--- src/rtl/mem_wb_stage_pkg.sv ---
// Shared definitions for the MEM->WB stage: load op codes, register bus widths and the zero word.
// Also provides the `RegBus / `RegAddrBus text macros used by older parts of the core.
`ifndef MEM_WB_STAGE_DEFINES
`define MEM_WB_STAGE_DEFINES
`define RegBus      31:0
`define RegAddrBus  4:0
`endif

package mem_wb_stage_pkg;

    localparam int REG_W      = 32;
    localparam int REG_ADDR_W = 5;
    localparam logic [REG_W-1:0] ZERO_WORD = '0;

    typedef enum logic [2:0] {
        LOAD_LW  = 3'b000,
        LOAD_LB  = 3'b001,
        LOAD_LBU = 3'b010,
        LOAD_LH  = 3'b011,
        LOAD_LHU = 3'b100,
        LOAD_LWL = 3'b101,
        LOAD_LWR = 3'b110
    } load_op_e;

endpackage

--- src/rtl/wb_load_align.sv ---
// Combinational big-endian load aligner: picks and extends the addressed byte/halfword of a RAM word.
// LWL/LWR merging with the old rt value is generated only when WB_LWL_LWR_EN is defined.
module wb_load_align #(
    parameter int DATA_W = 32
) (
    input  logic [2:0]        op,
    input  logic [1:0]        offset,
    input  logic [DATA_W-1:0] word,
    input  logic [DATA_W-1:0] rt,
    output logic [DATA_W-1:0] data
);
    import mem_wb_stage_pkg::*;

    logic [7:0]  byte_sel;
    logic [15:0] half_sel;

    // Byte k of a big-endian word sits in the most significant end for k=0.
    always_comb begin
        byte_sel = word[DATA_W-1-8*offset -: 8];
        half_sel = offset[1] ? word[15:0] : word[DATA_W-1 -: 16];
    end

`ifdef WB_LWL_LWR_EN
    logic [4:0]        left_sh;
    logic [4:0]        right_sh;
    logic [DATA_W-1:0] lwl_data;
    logic [DATA_W-1:0] lwr_data;

    always_comb begin
        left_sh  = {offset, 3'b000};
        right_sh = {~offset, 3'b000};
        lwl_data = (word << left_sh) | (rt & ~({DATA_W{1'b1}} << left_sh));
        lwr_data = (word >> right_sh) | (rt & ~({DATA_W{1'b1}} >> right_sh));
    end
`else
    logic unused_rt;
    assign unused_rt = ^rt;
`endif

    always_comb begin
        data = word;
        case (op)
            LOAD_LB:  data = {{(DATA_W-8){byte_sel[7]}}, byte_sel};
            LOAD_LBU: data = {{(DATA_W-8){1'b0}}, byte_sel};
            LOAD_LH:  data = {{(DATA_W-16){half_sel[15]}}, half_sel};
            LOAD_LHU: data = {{(DATA_W-16){1'b0}}, half_sel};
`ifdef WB_LWL_LWR_EN
            LOAD_LWL: data = lwl_data;
            LOAD_LWR: data = lwr_data;
`endif
            default:  data = word;
        endcase
    end

endmodule

--- src/rtl/mem_wb_stage.sv ---
// MEM->WB pipeline register and write-back: captures MEM results, aligns load data, drives regfile write port.
// Optional macro WB_LWL_LWR_EN enables LWL/LWR merging in the load aligner.
module mem_wb_stage #(
    parameter int DATA_W = 32,
    parameter int ADDR_W = 5
) (
    input  logic              clk,
    input  logic              rst,
    input  logic              flush,
    input  logic              stall_mem,
    input  logic              stall_wb,
    input  logic              mem_wreg,
    input  logic [ADDR_W-1:0] mem_wd,
    input  logic [DATA_W-1:0] mem_wdata,
    input  logic              mem_load,
    input  logic [2:0]        mem_load_op,
    input  logic [1:0]        mem_addr_lo,
    input  logic [DATA_W-1:0] dram_rdata,
    output logic              wb_wreg,
    output logic [ADDR_W-1:0] wb_wd,
    output logic [DATA_W-1:0] wb_wdata
);
    import mem_wb_stage_pkg::*;

    logic              wreg_q;
    logic [ADDR_W-1:0] wd_q;
    logic [DATA_W-1:0] wdata_q;
    logic              load_q;
    load_op_e          op_q;
    logic [1:0]        off_q;
    logic [DATA_W-1:0] hold_q;
    logic              held_q;

    logic [DATA_W-1:0] load_word;
    logic [DATA_W-1:0] aligned;

    // The RAM word is only valid in the first WB cycle, so a stalled load keeps its own copy.
    always_ff @(posedge clk or negedge rst) begin
        if (!rst) begin
            wreg_q  <= 1'b0;
            wd_q    <= '0;
            wdata_q <= '0;
            load_q  <= 1'b0;
            op_q    <= LOAD_LW;
            off_q   <= 2'b00;
            hold_q  <= '0;
            held_q  <= 1'b0;
        end else if (flush) begin
            wreg_q  <= 1'b0;
            wd_q    <= '0;
            wdata_q <= '0;
            load_q  <= 1'b0;
            op_q    <= LOAD_LW;
            off_q   <= 2'b00;
            held_q  <= 1'b0;
        end else if (stall_wb) begin
            if (load_q && !held_q) begin
                hold_q <= dram_rdata;
                held_q <= 1'b1;
            end
        end else if (stall_mem) begin
            wreg_q  <= 1'b0;
            wd_q    <= '0;
            wdata_q <= '0;
            load_q  <= 1'b0;
            op_q    <= LOAD_LW;
            off_q   <= 2'b00;
            held_q  <= 1'b0;
        end else begin
            wreg_q  <= mem_wreg;
            wd_q    <= mem_wd;
            wdata_q <= mem_wdata;
            load_q  <= mem_load;
            op_q    <= load_op_e'(mem_load_op);
            off_q   <= mem_addr_lo;
            held_q  <= 1'b0;
        end
    end

    assign load_word = held_q ? hold_q : dram_rdata;

    wb_load_align #(
        .DATA_W (DATA_W)
    ) u_align (
        .op     (op_q),
        .offset (off_q),
        .word   (load_word),
        .rt     (wdata_q),
        .data   (aligned)
    );

    assign wb_wreg  = wreg_q;
    assign wb_wd    = wd_q;
    assign wb_wdata = load_q ? aligned : wdata_q;

endmodule

--- config.mk ---
export PLATFORM = sky130hd
export DESIGN_NAME = mem_wb_stage
export DESIGN_NICKNAME = d
export VERILOG_FILES = /design/src/rtl/mem_wb_stage_pkg.sv /design/src/rtl/wb_load_align.sv /design/src/rtl/mem_wb_stage.sv
export SDC_FILE = /design/constraint.sdc
export NUM_CORES = 1
export LEC_CHECK = 0
export ABC_AREA = 1
export BUFFER_PORTS_ARGS = -buffer_cell sky130_fd_sc_hd__buf_2
export CORE_ASPECT_RATIO = 0.7
export CORE_MARGIN = 2
export CORE_UTILIZATION = 45
export CTS_CLUSTER_SIZE = 20
export DETAILED_ROUTE_END_ITERATION = 8
export GPL_ROUTABILITY_DRIVEN = 0
export PLACE_DENSITY_LB_ADDON = 0.25
export SETUP_SLACK_MARGIN = 0.15
export SYNTH_ARGS = -nofsm -noshare
export SYNTH_HDL_FRONTEND = slang
export SYNTH_SLANG_ARGS = --single-unit
--- constraint.sdc ---
create_clock -name clk -period 1.93 [get_ports clk]
set_clock_uncertainty 0.15 [all_clocks]
set_input_delay 0.0965 -clock clk [delete_from_list [all_inputs] [get_ports clk]]
set_output_delay 0.0965 -clock clk [all_outputs]
set_load 0.05 [all_outputs]
==> results by group <==
Worst setup path
  • Critical Path AT: 1990 ps
  • Critical Path RT: 1680 ps
  • Crit path launch type: flop
  • Worst R2R Setup Slack: 130 ps
  • Crit path largest cell delay: 440 ps
  • Setup crit end kind: output port
  • Slowest stage cell, crit path: dfrtp_1
  • Setup CP Type: reg2out
  • Crit-path cells: inv_2 -> nand3_2 -> nand2_2 -> buf_6 -> nor2_8 -> clkbuf_16 -> a21oi_4 -> nand3_4 -> nand2_4 -> clkinvlp_4 -> buf_8
  • R2r worst-path depth: 5
  • CP max FO: 5

Floorplan
  • Initial Util: 47.0%
  • Core Region: 9870 sq um
  • Die Span X: 125 um
  • Die area: 11,200 sq um
  • Cell Rows: 30
  • IO Count: 119
  • Die height: 89.0 um

Synth
  • Syn_nets: 719
  • Post-Synthesis Cells: 638
  • Most common cell in the netlist: nand2_1
  • Seq/Total Area, Yosys: 41.5%
  • Post-synth EDFFs: 0
  • Synth Area in Adders: 0%
  • Yosys top cell by area: dfrtp_1
  • Commonest cells post-synth: nand2_1, nand3_1, dfrtp_1
  • Multiplexer share of the synthesized area: 4.37%
  • Ys async rst share: 100%
  • Combinational family with the most area after synthesis: simple AND/OR/NAND/NOR gates
  • Post-Synth XOR/XNOR Area: 0%
  • Syn_area_per_cell: 7.28 sq um
  • Synth Area in Compound Gates: 7.55%
  • Post-synth cell types: 25
  • Synth warnings: 0
  • Mapped cell area: 4640 sq um
  • Ys flop type: dfrtp_1
  • Simple logic cell fraction of the synthesized area: 37.3%
  • Synth top area cells: dfrtp_1, nand2_1, nand3_1
  • #FFs+latches synth: 77
  • Top-area cell type share of the netlist area: 41.5%

Routing
  • Routed WL: 17,200 um
  • Drt drc: 0
  • Via-per-instance ratio: 5.48
  • Avg WL per Cell: 17.5 um
  • Starting DRC count in detailed routing: 494
  • Vias after detailed routing: 5,406
  • DR pass1 iterations: 4
  • Antenna violation net count after detailed routing: 0

Final layout
  • Filler Cell Count: 647
  • Final core area utilization: 79.2%
  • Area delta synth->final: 68.3%
  • Layout net count: 934
  • Post-route design area: 7810 sq um
  • Share of layout cells above drive strength 1: 42.5%
  • Register area: 1930 sq um
  • Ant diodes: 0
  • Multi-input logic area: 2970 sq um

Placed design
  • Pre-CTS setup slack: -72.2 ps
  • Placement Cell Area: 5680 sq um
  • DP HPWL: 10,100 um
  • Port bufs: 118

STA
  • Tcrit/Tclk final: 116%
  • RSZ-0062 raised after global routing: yes
  • Rel. slew slack: 58.4%
  • Actual slew at the worst max-slew pin: 624 ps
  • Final hold violation count: 0
  • Fin crit period: 2240 ps
  • Final slew viol count: 0
  • Max Fclk: 0.447 GHz
  • Endpoints failing setup: 32
  • Fin worst setup slack: -309 ps

Power and ir drop
  • Worst vdd ir: 0.492 mV
  • Comb power frac: 27.5%
  • P per Cell Area: 669 nW/um^2
  • Sequential share of power: 37.1%
  • NetSw: 1.62 mW
  • Clk pwr share: 35.4%
  • Switching Fraction: 31.0%
  • Cell Int Power: 3.61 mW
  • Static Leak: 3.73 nW

Clocking
  • CTS sink cnt: 77
  • CTS root buffer: clkbuf_16
  • Clock Tree Buf Depth: 2
  • Clk slew on worst S/H paths: 60 ps
  • Clk_lat worst skew: 340 ps
  • CTS tree: built
  • H-tree level count: 3
  • Total CTS buffers: 9

Worst hold path
  • Hold crit path type: in2async

Flow run
  • Max Cap Violations: 0

Global routing
  • GRT Total Usage: 29.9%
  • Aggregate global routing overflow: 0
  • Vias in the first global route: 5,292
  • First-pass GRT wire length: 26,200 um
  • Initial antenna violation count: 0
  • Largest net degree at the start of global routing: 45

Outcome
  • Status: complete, but fails checks
  • Failing checks: setup timing
[critical path: cells and delay by family, from the launching register on]
| family | cells | cell delay, ps |
|---|---|---|
| buffers and inverters | 5 | 630 |
| flip-flops | 1 | 440 |
| AND/OR/NAND/NOR | 5 | 420 |
| AO/OA/AOI/OAI | 1 | 170 |
[power by group through the flow]
stage          Combinational [mW]  Sequential [mW]  Clock (mW)
6_report                     1.44             1.94        1.85
5_1_grt                      1.54             1.96        1.93
4_1_cts                      1.32             1.93        1.87
3_5_place_dp                 1.03             1.95           0
3_3_place_gp                 1.01             1.94           0
2_1_floorplan               0.678             1.93           0
[final cells by class]
class	instances	area share [%]
Multi-Input combinational cell	465	38.0
Timing Repair Buffer	241	27.6
Sequential cell	77	24.7
Inverter	59	3.55
Clock buffer	11	3.11
Tap cell	128	2.05
Clock inverter	5	1.07
[through the flow]
stage	instances	setup TNS, ps	total power [mW]	hold WS, ps
2_1_floorplan	638	0	2.61	-349
6_report	986	-7760	5.23	125
3_5_place_dp	880	-435	2.98	-44.4
4_1_cts	979	-5830	5.12	142
5_1_grt	986	-9860	5.43	173
3_3_place_gp	880	-17.2	2.95	-48.1
[logic make-up (layout without fill, tap and decap cells)]
| family | Yosys count | in the layout |
|---|---|---|
| AOI/OAI and AO/OA | 70 | 70 |
| buffers and inverters | 98 | 316 |
| DFF | 77 | 77 |
| and+or+nand+nor | 375 | 377 |
| muxes | 18 | 18 |
[path summary, 6_finish.rpt]
check | startpoint | endpoint
max | op_q[0]$_DFFE_PN0N_ | wb_wdata[29]
min | rst | hold_q[18]$_DFFE_PN0P_
max reg2reg | held_q$_DFFE_PN0P_ | hold_q[16]$_DFFE_PN0P_
min reg2reg | wb_wd[2]$_DFFE_PN0N_ | wb_wd[2]$_DFFE_PN0N_
max in group asynchronous | rst | off_q[1]$_DFFE_PN0N_
min in group clk | flush | wdata_q[15]$_DFFE_PN0N_
[state kept, by name, summed over array words and instances (netlist names)]
signal / count
op_q: 3
off_q: 2
load_q: 1
hold_q: 32
wb_wd: 5
held_q: 1
wb_wreg: 1
wdata_q: 32
[layer usage]
| metal | global-route usage [%] | share of wire, % | routed length, um | vias to the layer above |
|---|---|---|---|---|
| met3 | 7.90 | 7.2 | 1240 | 44 |
| met2 | 52.4 | 49 | 8400 | 253 |
| li1 | - | - | - | 2490 |
| met5 | 0 | 0 | 0 | - |
| met4 | 7.68 | 2.3 | 404 | 0 |
| met1 | 37.7 | 42 | 7190 | 2619 |
[what timing repair did]
item                       4_1_cts  5_1_grt
resized for setup              189       53
pin swaps                       23       10
setup endpoints to repair       45       45
hold buffers                    77        0
gates cloned                     3        4
buffers inserted                 3        3
hold endpoints to repair       112        0
[layout by cell type (no fill, tap or decap), types with 3 or more instances in the layout]
| cell | synthesis | layout |
|---|---|---|
| a21oi_1 | 20 | 5 |
| nand3_2 | 14 | 41 |
| buf_6 | 2 | 30 |
| buf_8 | 0 | 13 |
| o21ai_2 | 0 | 4 |
| buf_2 | 8 | 85 |
| clkinvlp_4 | 0 | 13 |
| nand2_1 | 212 | 171 |
| a21oi_4 | 0 | 7 |
| nor2_1 | 26 | 9 |
| o21ai_0 | 50 | 34 |
| nand2_2 | 3 | 38 |
| buf_4 | 6 | 25 |
| nand3_4 | 2 | 4 |
| dlygate4sd3_1 | 0 | 77 |
| o21ai_4 | 0 | 9 |
| dfrtp_1 | 77 | 75 |
| inv_1 | 53 | 37 |
| nand3_1 | 102 | 73 |
| or2_1 | 3 | 3 |
| a21oi_2 | 0 | 8 |
| nor2_4 | 0 | 16 |
| clkbuf_16 | 0 | 11 |
| o21ai_1 | 0 | 3 |
| buf_12 | 1 | 8 |
| nand4_1 | 5 | 5 |
| nand2_4 | 3 | 10 |
| mux2_2 | 18 | 18 |
| inv_2 | 6 | 9 |
Note: power is estimated with default switching activity, not from simulation.
